==> src/rtl/snake_pkg.sv <==
// Shared definitions for the matrix display serial transmitter.
package snake_pkg;

  localparam int unsigned DefaultWidth = 16;

  typedef enum logic [1:0] {
    StIdle,
    StSetup,
    StShift,
    StFinish
  } state_e;

endpackage

==> src/rtl/edge_detect.sv <==
// Single-register edge detector for a slow clk-domain signal.
module edge_detect (
  input  logic clk,
  input  logic reset,
  input  logic sig,
  output logic rise,
  output logic fall
);

  logic sclk_q;

  always_ff @(posedge clk or posedge reset) begin
    if (reset) begin
      sclk_q <= 1'b0;
    end else begin
      sclk_q <= sig;
    end
  end

  assign rise = sig & ~sclk_q;
  assign fall = ~sig & sclk_q;

endmodule

==> src/rtl/matrix_spi_tx.sv <==
// MSB-first serial frame transmitter for the LED matrix driver, paced by an
// externally divided serial clock.
module matrix_spi_tx
  import snake_pkg::*;
#(
  parameter int unsigned WIDTH = DefaultWidth
) (
  input  logic             clk,
  input  logic             reset,
  input  logic             sclk_in,
  input  logic             start,
  input  logic [WIDTH-1:0] data_in,
  output logic             busy,
  output logic             done,
  output logic             sdo,
  output logic             cs_n,
  output logic             sclk_out
);

  localparam int unsigned CntW = $clog2(WIDTH) + 1;

  state_e            state_q;
  logic [CntW-1:0]   bit_cnt_q;
  logic [WIDTH-1:0]  shift_q;
  logic              rise;
  logic              fall;

  edge_detect u_edge_detect (
    .clk  (clk),
    .reset(reset),
    .sig  (sclk_in),
    .rise (rise),
    .fall (fall)
  );

  always_ff @(posedge clk or posedge reset) begin
    if (reset) begin
      state_q   <= StIdle;
      bit_cnt_q <= '0;
      shift_q   <= '0;
      busy      <= 1'b0;
      done      <= 1'b0;
      sdo       <= 1'b0;
      cs_n      <= 1'b1;
      sclk_out  <= 1'b0;
    end else begin
      done     <= 1'b0;
      sclk_out <= 1'b0;
      unique case (state_q)
        StIdle: begin
          if (start) begin
            shift_q   <= data_in;
            sdo       <= data_in[WIDTH-1];
            cs_n      <= 1'b0;
            busy      <= 1'b1;
            bit_cnt_q <= '0;
            state_q   <= StSetup;
          end
        end
        StSetup: begin
          if (fall) begin
            state_q <= StShift;
          end
        end
        StShift: begin
          sclk_out <= sclk_in;
          if (rise) begin
            bit_cnt_q <= bit_cnt_q + CntW'(1);
          end
          // Data changes only on falls, so it is settled before each sclk_out rise.
          if (fall) begin
            if (bit_cnt_q == CntW'(WIDTH)) begin
              cs_n    <= 1'b1;
              sdo     <= 1'b0;
              done    <= 1'b1;
              busy    <= 1'b0;
              state_q <= StFinish;
            end else begin
              shift_q <= {shift_q[WIDTH-2:0], 1'b0};
              sdo     <= shift_q[WIDTH-2];
            end
          end
        end
        StFinish: begin
          state_q <= StIdle;
        end
        default: begin
          state_q <= StIdle;
        end
      endcase
    end
  end

endmodule
==> config.mk <==
export PLATFORM = sky130hd
export DESIGN_NAME = matrix_spi_tx
export DESIGN_NICKNAME = d
export VERILOG_FILES = /design/src/rtl/snake_pkg.sv /design/src/rtl/edge_detect.sv /design/src/rtl/matrix_spi_tx.sv
export SDC_FILE = /design/constraint.sdc
export NUM_CORES = 1
export LEC_CHECK = 0
export CORE_MARGIN = 2
export CORE_UTILIZATION = 47
export CTS_CLUSTER_SIZE = 10
export DETAILED_ROUTE_END_ITERATION = 7
export PLACE_DENSITY = 0.84
export RECOVER_POWER = 25
export SYNTH_ARGS = -nofsm -noshare
export SYNTH_HDL_FRONTEND = slang
export SYNTH_SLANG_ARGS = --single-unit
==> constraint.sdc <==
create_clock -name clk -period 1.7 [get_ports clk]
set_input_delay 0.34 -clock clk [delete_from_list [all_inputs] [get_ports clk]]
set_output_delay 0.34 -clock clk [all_outputs]
set_load 0.01 [all_outputs]
==> results.txt <==
- Final Wtd Congestion: 0.752
- Of the post-synthesis cell area, the part taken by muxes is 11.1%.
- Clock slew at the register clock pins of the worst setup and hold paths: 0.14 ns
- Run status: completed
- Residual antenna-violating net count after detailed routing: 0
- The synthesized netlist devotes 17.4% of its cell area to compound gates.
- Total core area: 0.00300 mm2
* Xor/xnor share of the synthesized area: 1.82%
- Die Footprint: 0.00354 mm2
* Die extent in y: 59.5 um
- Cell Area, Synth: 0.00145 mm2
- Buffers placed on the I/O ports in this run total 24.
- Max-slew violation count: 0
* Via count of the first global-routing pass: 1090
- The worst path meets setup with 0.0134 ns of slack.
- Across the run, the number of max-cap violations was 0.
* Post-synth top flop: sky130_fd_sc_hd__dfrtp_1
- Data on the critical path is required at its endpoint by 1.93 ns.
- Number of enable-type register cells in the synthesized netlist: 0
- Crit end category: flop
* Yosys warnings: 0
- For this run, the post-layout net count is 195.
- Register-to-register setup slack: 0.01 ns
- Share of the clock period used by the worst path: 99.2%
- Placement row count: 20
* Total congestion overflow: 0
* Max FO, Critical Path: 4
- IR analysis of the VDD net gives a maximum drop of 0.710 mV.
- On the final layout, the worst clock skew is 0.00655 ns.
* Synthesized net count: 161
* Post-DR wirelength/cell: 14.6 um
- Unique cell type count in the Yosys netlist: 28
- Area growth from synthesis to layout: 29.4%
- Per-cell via count in the routed design: 5.60
* Antenna violations before repair: 0
* Average instance area after synthesis: 10.7 um2
- Maximum root-to-sink buffer count: 2
- The first TritonRoute pass finished after 4 iterations.
- Clock tree synthesis inserted a total of 3 buffers.
- The tightest min-delay check is of the flop to flop type.
* Crit Path Class: flop to flop
- In the final layout, the share of cells above drive strength 1 is 17.3%.
- Overall fraction of global-route tracks in use: 17.7%
- CTS saw 28 sinks.
* Latest clock arrival within the worst-skew pair: 0.33 ns
* Count of H-tree levels built during CTS: 1
- Signal arrival time at the worst endpoint: 1.92 ns
- Clock tree from TritonCTS: built
- Total wire length: 2.93 mm
* Maximum number of pins on one net before global-route repair: 29
* Static Leak: 0.795 nW
- The synthesized netlist devotes 5.19% of its cell area to adder and majority cells.
- The design draws 3.28 mW.
* Number of diodes: 0
- Dividing total power by cell area gives a power density of 1750 mW/mm2.
- Max_slew headroom: 53.2%
* RSZ-0062 raised after global routing: true
* Highest Clock Rate: 0.593 GHz
* Top-level port count: 25
- Measured slew at the worst slew-check pin: 0.702 ns
- Summing the sequential cell areas from Yosys gives 48.5% of the chip area.
* Share of async-settable or async-resettable flops after synthesis: 100%
* Total DRC errors in the routed layout: 0
- Main combinational cell family by area after synthesis: compound AO/OA/AOI/OAI gates
- Once the floorplan was initialized, standard cells occupied 48.2% of the core.
* Final setup viols: 0
- Counting flops and latches in the post-synthesis netlist gives 28.
- Count of routing violations after the opening detailed-route iteration: 42
- In the final timing run, aggregate negative setup slack is 0 ns.
- The cell sitting at the root of the clock tree is a sky130_fd_sc_hd__clkbuf_4.
- Counting every instance in the synthesized netlist gives 135.
* Number of hold-slack violations in the final timing report: 0
- Via total after detailed routing: 1126
- Pre-CTS setup slack: -0.185 ns
- Cells fill 62.4% of the core in the end.
- Number of instances in the placed design: 193
- The clock period could shrink to 1.69 ns.
- Horizontal extent of the die: 59.5 um
- The synthesized netlist devotes 9.25% of its cell area to simple gates.
* Half-perimeter wire length after placement: 2.14 mm
- Kind of start point of the critical path: flop
- For this design, the CTS-stage hold fixing added 0 buffers.
- Wire length of the first global-routing pass: 4.71 mm
- Final standard cell count with taps included and fillers excluded: 201
==> cell type report <==
cell class	count	area (um2)
clock buffers	3	22.5
clock inverters	1	30.0
fillers	236	1130
inverters	7	26.3
multi-input cells	91	692
flip-flops and latches	28	703
well taps	33	41.3
repair buffers	38	358
==> per-stage QoR <==
step           cell area [um2]  hold slack (ns)
2_1_floorplan             1450            0.371
3_3_place_gp              1750            0.459
3_5_place_dp              1750            0.465
4_1_cts                   1830            0.355
5_1_grt                   1870            0.536
6_report                  1870            0.494
==> cell families after synthesis <==
family	after synthesis
AOI/OAI and AO/OA	40
and+or+nand+nor	26
adders and majority gates	6
xor gates and xnor gates	3
muxes	16
buffers and inverters	16
DFF	28
==> worst max-delay path, cell delays in order, from the launching register on <==
cell and delay (ns):
sky130_fd_sc_hd__dfrtp_1 0.44, sky130_fd_sc_hd__inv_2 0.09, sky130_fd_sc_hd__ha_4 0.18, sky130_fd_sc_hd__or2_0 0.21, sky130_fd_sc_hd__a22o_1 0.20, sky130_fd_sc_hd__nor2_2 0.14, sky130_fd_sc_hd__mux2_4 0.32
==> cell usage after synthesis, types with 2 or more instances <==
cell	n	area, um2
sky130_fd_sc_hd__dfrtp_1	27	676
sky130_fd_sc_hd__a21oi_1	16	80.1
sky130_fd_sc_hd__mux2i_1	15	150
sky130_fd_sc_hd__a31oi_1	14	87.6
sky130_fd_sc_hd__inv_1	7	26.3
sky130_fd_sc_hd__ha_1	6	75.1
sky130_fd_sc_hd__nand3_1	6	30.0
sky130_fd_sc_hd__nor2_1	6	22.5
sky130_fd_sc_hd__nand2_1	5	18.8
sky130_fd_sc_hd__buf_2	4	20.0
sky130_fd_sc_hd__nand2b_1	4	25.0
sky130_fd_sc_hd__a211oi_1	3	22.5
sky130_fd_sc_hd__buf_6	3	33.8
sky130_fd_sc_hd__xnor2_1	3	26.3
sky130_fd_sc_hd__a22o_1	2	17.5
sky130_fd_sc_hd__o21ai_0	2	10.0
==> cells in the final DEF (no fill, tap or decap), drive strengths merged <==
| master | instances |
|---|---|
| a21o | 1 |
| clkbuf | 4 |
| and4bb | 1 |
| nand2 | 5 |
| a21oi | 17 |
| or2 | 1 |
| mux2i | 15 |
| buf | 13 |
| dlygate4sd2 | 1 |
| dfstp | 1 |
| inv | 7 |
| mux2 | 1 |
| clkdlybuf4s50 | 21 |
| a211oi | 3 |
| nor2 | 7 |
| ha | 6 |
| nand3 | 6 |
| and2 | 1 |
| o32a | 1 |
| dfrtp | 27 |
| nand2b | 4 |
| a31oi | 14 |
| a22o | 2 |
| xnor2 | 3 |
| bufinv | 1 |
| o21ai | 2 |
| dlygate4sd3 | 2 |
| nor2b | 1 |
==> final timing paths <==
check                      startpoint  cells past startpoint           end
hold reg to reg                  busy                      1          busy
hold / removal                   busy                      1          busy
setup reg to reg           state_q[0]                      6    state_q[1]
setup / recovery           state_q[0]                      6    state_q[1]
min in group asynchronous       reset                      3  bit_cnt_q[0]
max in group asynchronous       reset                      3    state_q[1]
==> routing by layer <==
layer	up-vias	GRT usage [%]	wire, um
met4	0	10.2	82
met2	27	28.7	1460
met5	-	0	0
met1	540	22.4	1290
met3	8	2.40	99
li1	551	-	-
==> flip-flops by register name, indices dropped and copies added, names as in the netlist <==
signal	count
shift_q	15
bit_cnt_q	5
cs_n	1
busy	1
done	1
state_q	2
sclk_out	1
u_edge_detect.sclk_q	1
sdo	1
==> power by group <==
part	leakage, nW	internal (mW)	switching [mW]	total (mW)
logic	0.435	0.878	0.832	1.71
clock network	0.0279	0.239	0.199	0.438
registers	0.333	0.949	0.181	1.13
==> what timing repair did <==
item / 4_1_cts / 5_1_grt
resized for setup: 7 / 5
pin swaps: 1 / 3
setup buffers: 2 / 2
hold endpoints to repair: 0 / 0
endpoints found under the setup margin: 20 / 19
Note: power is estimated with default switching activity, not from simulation.
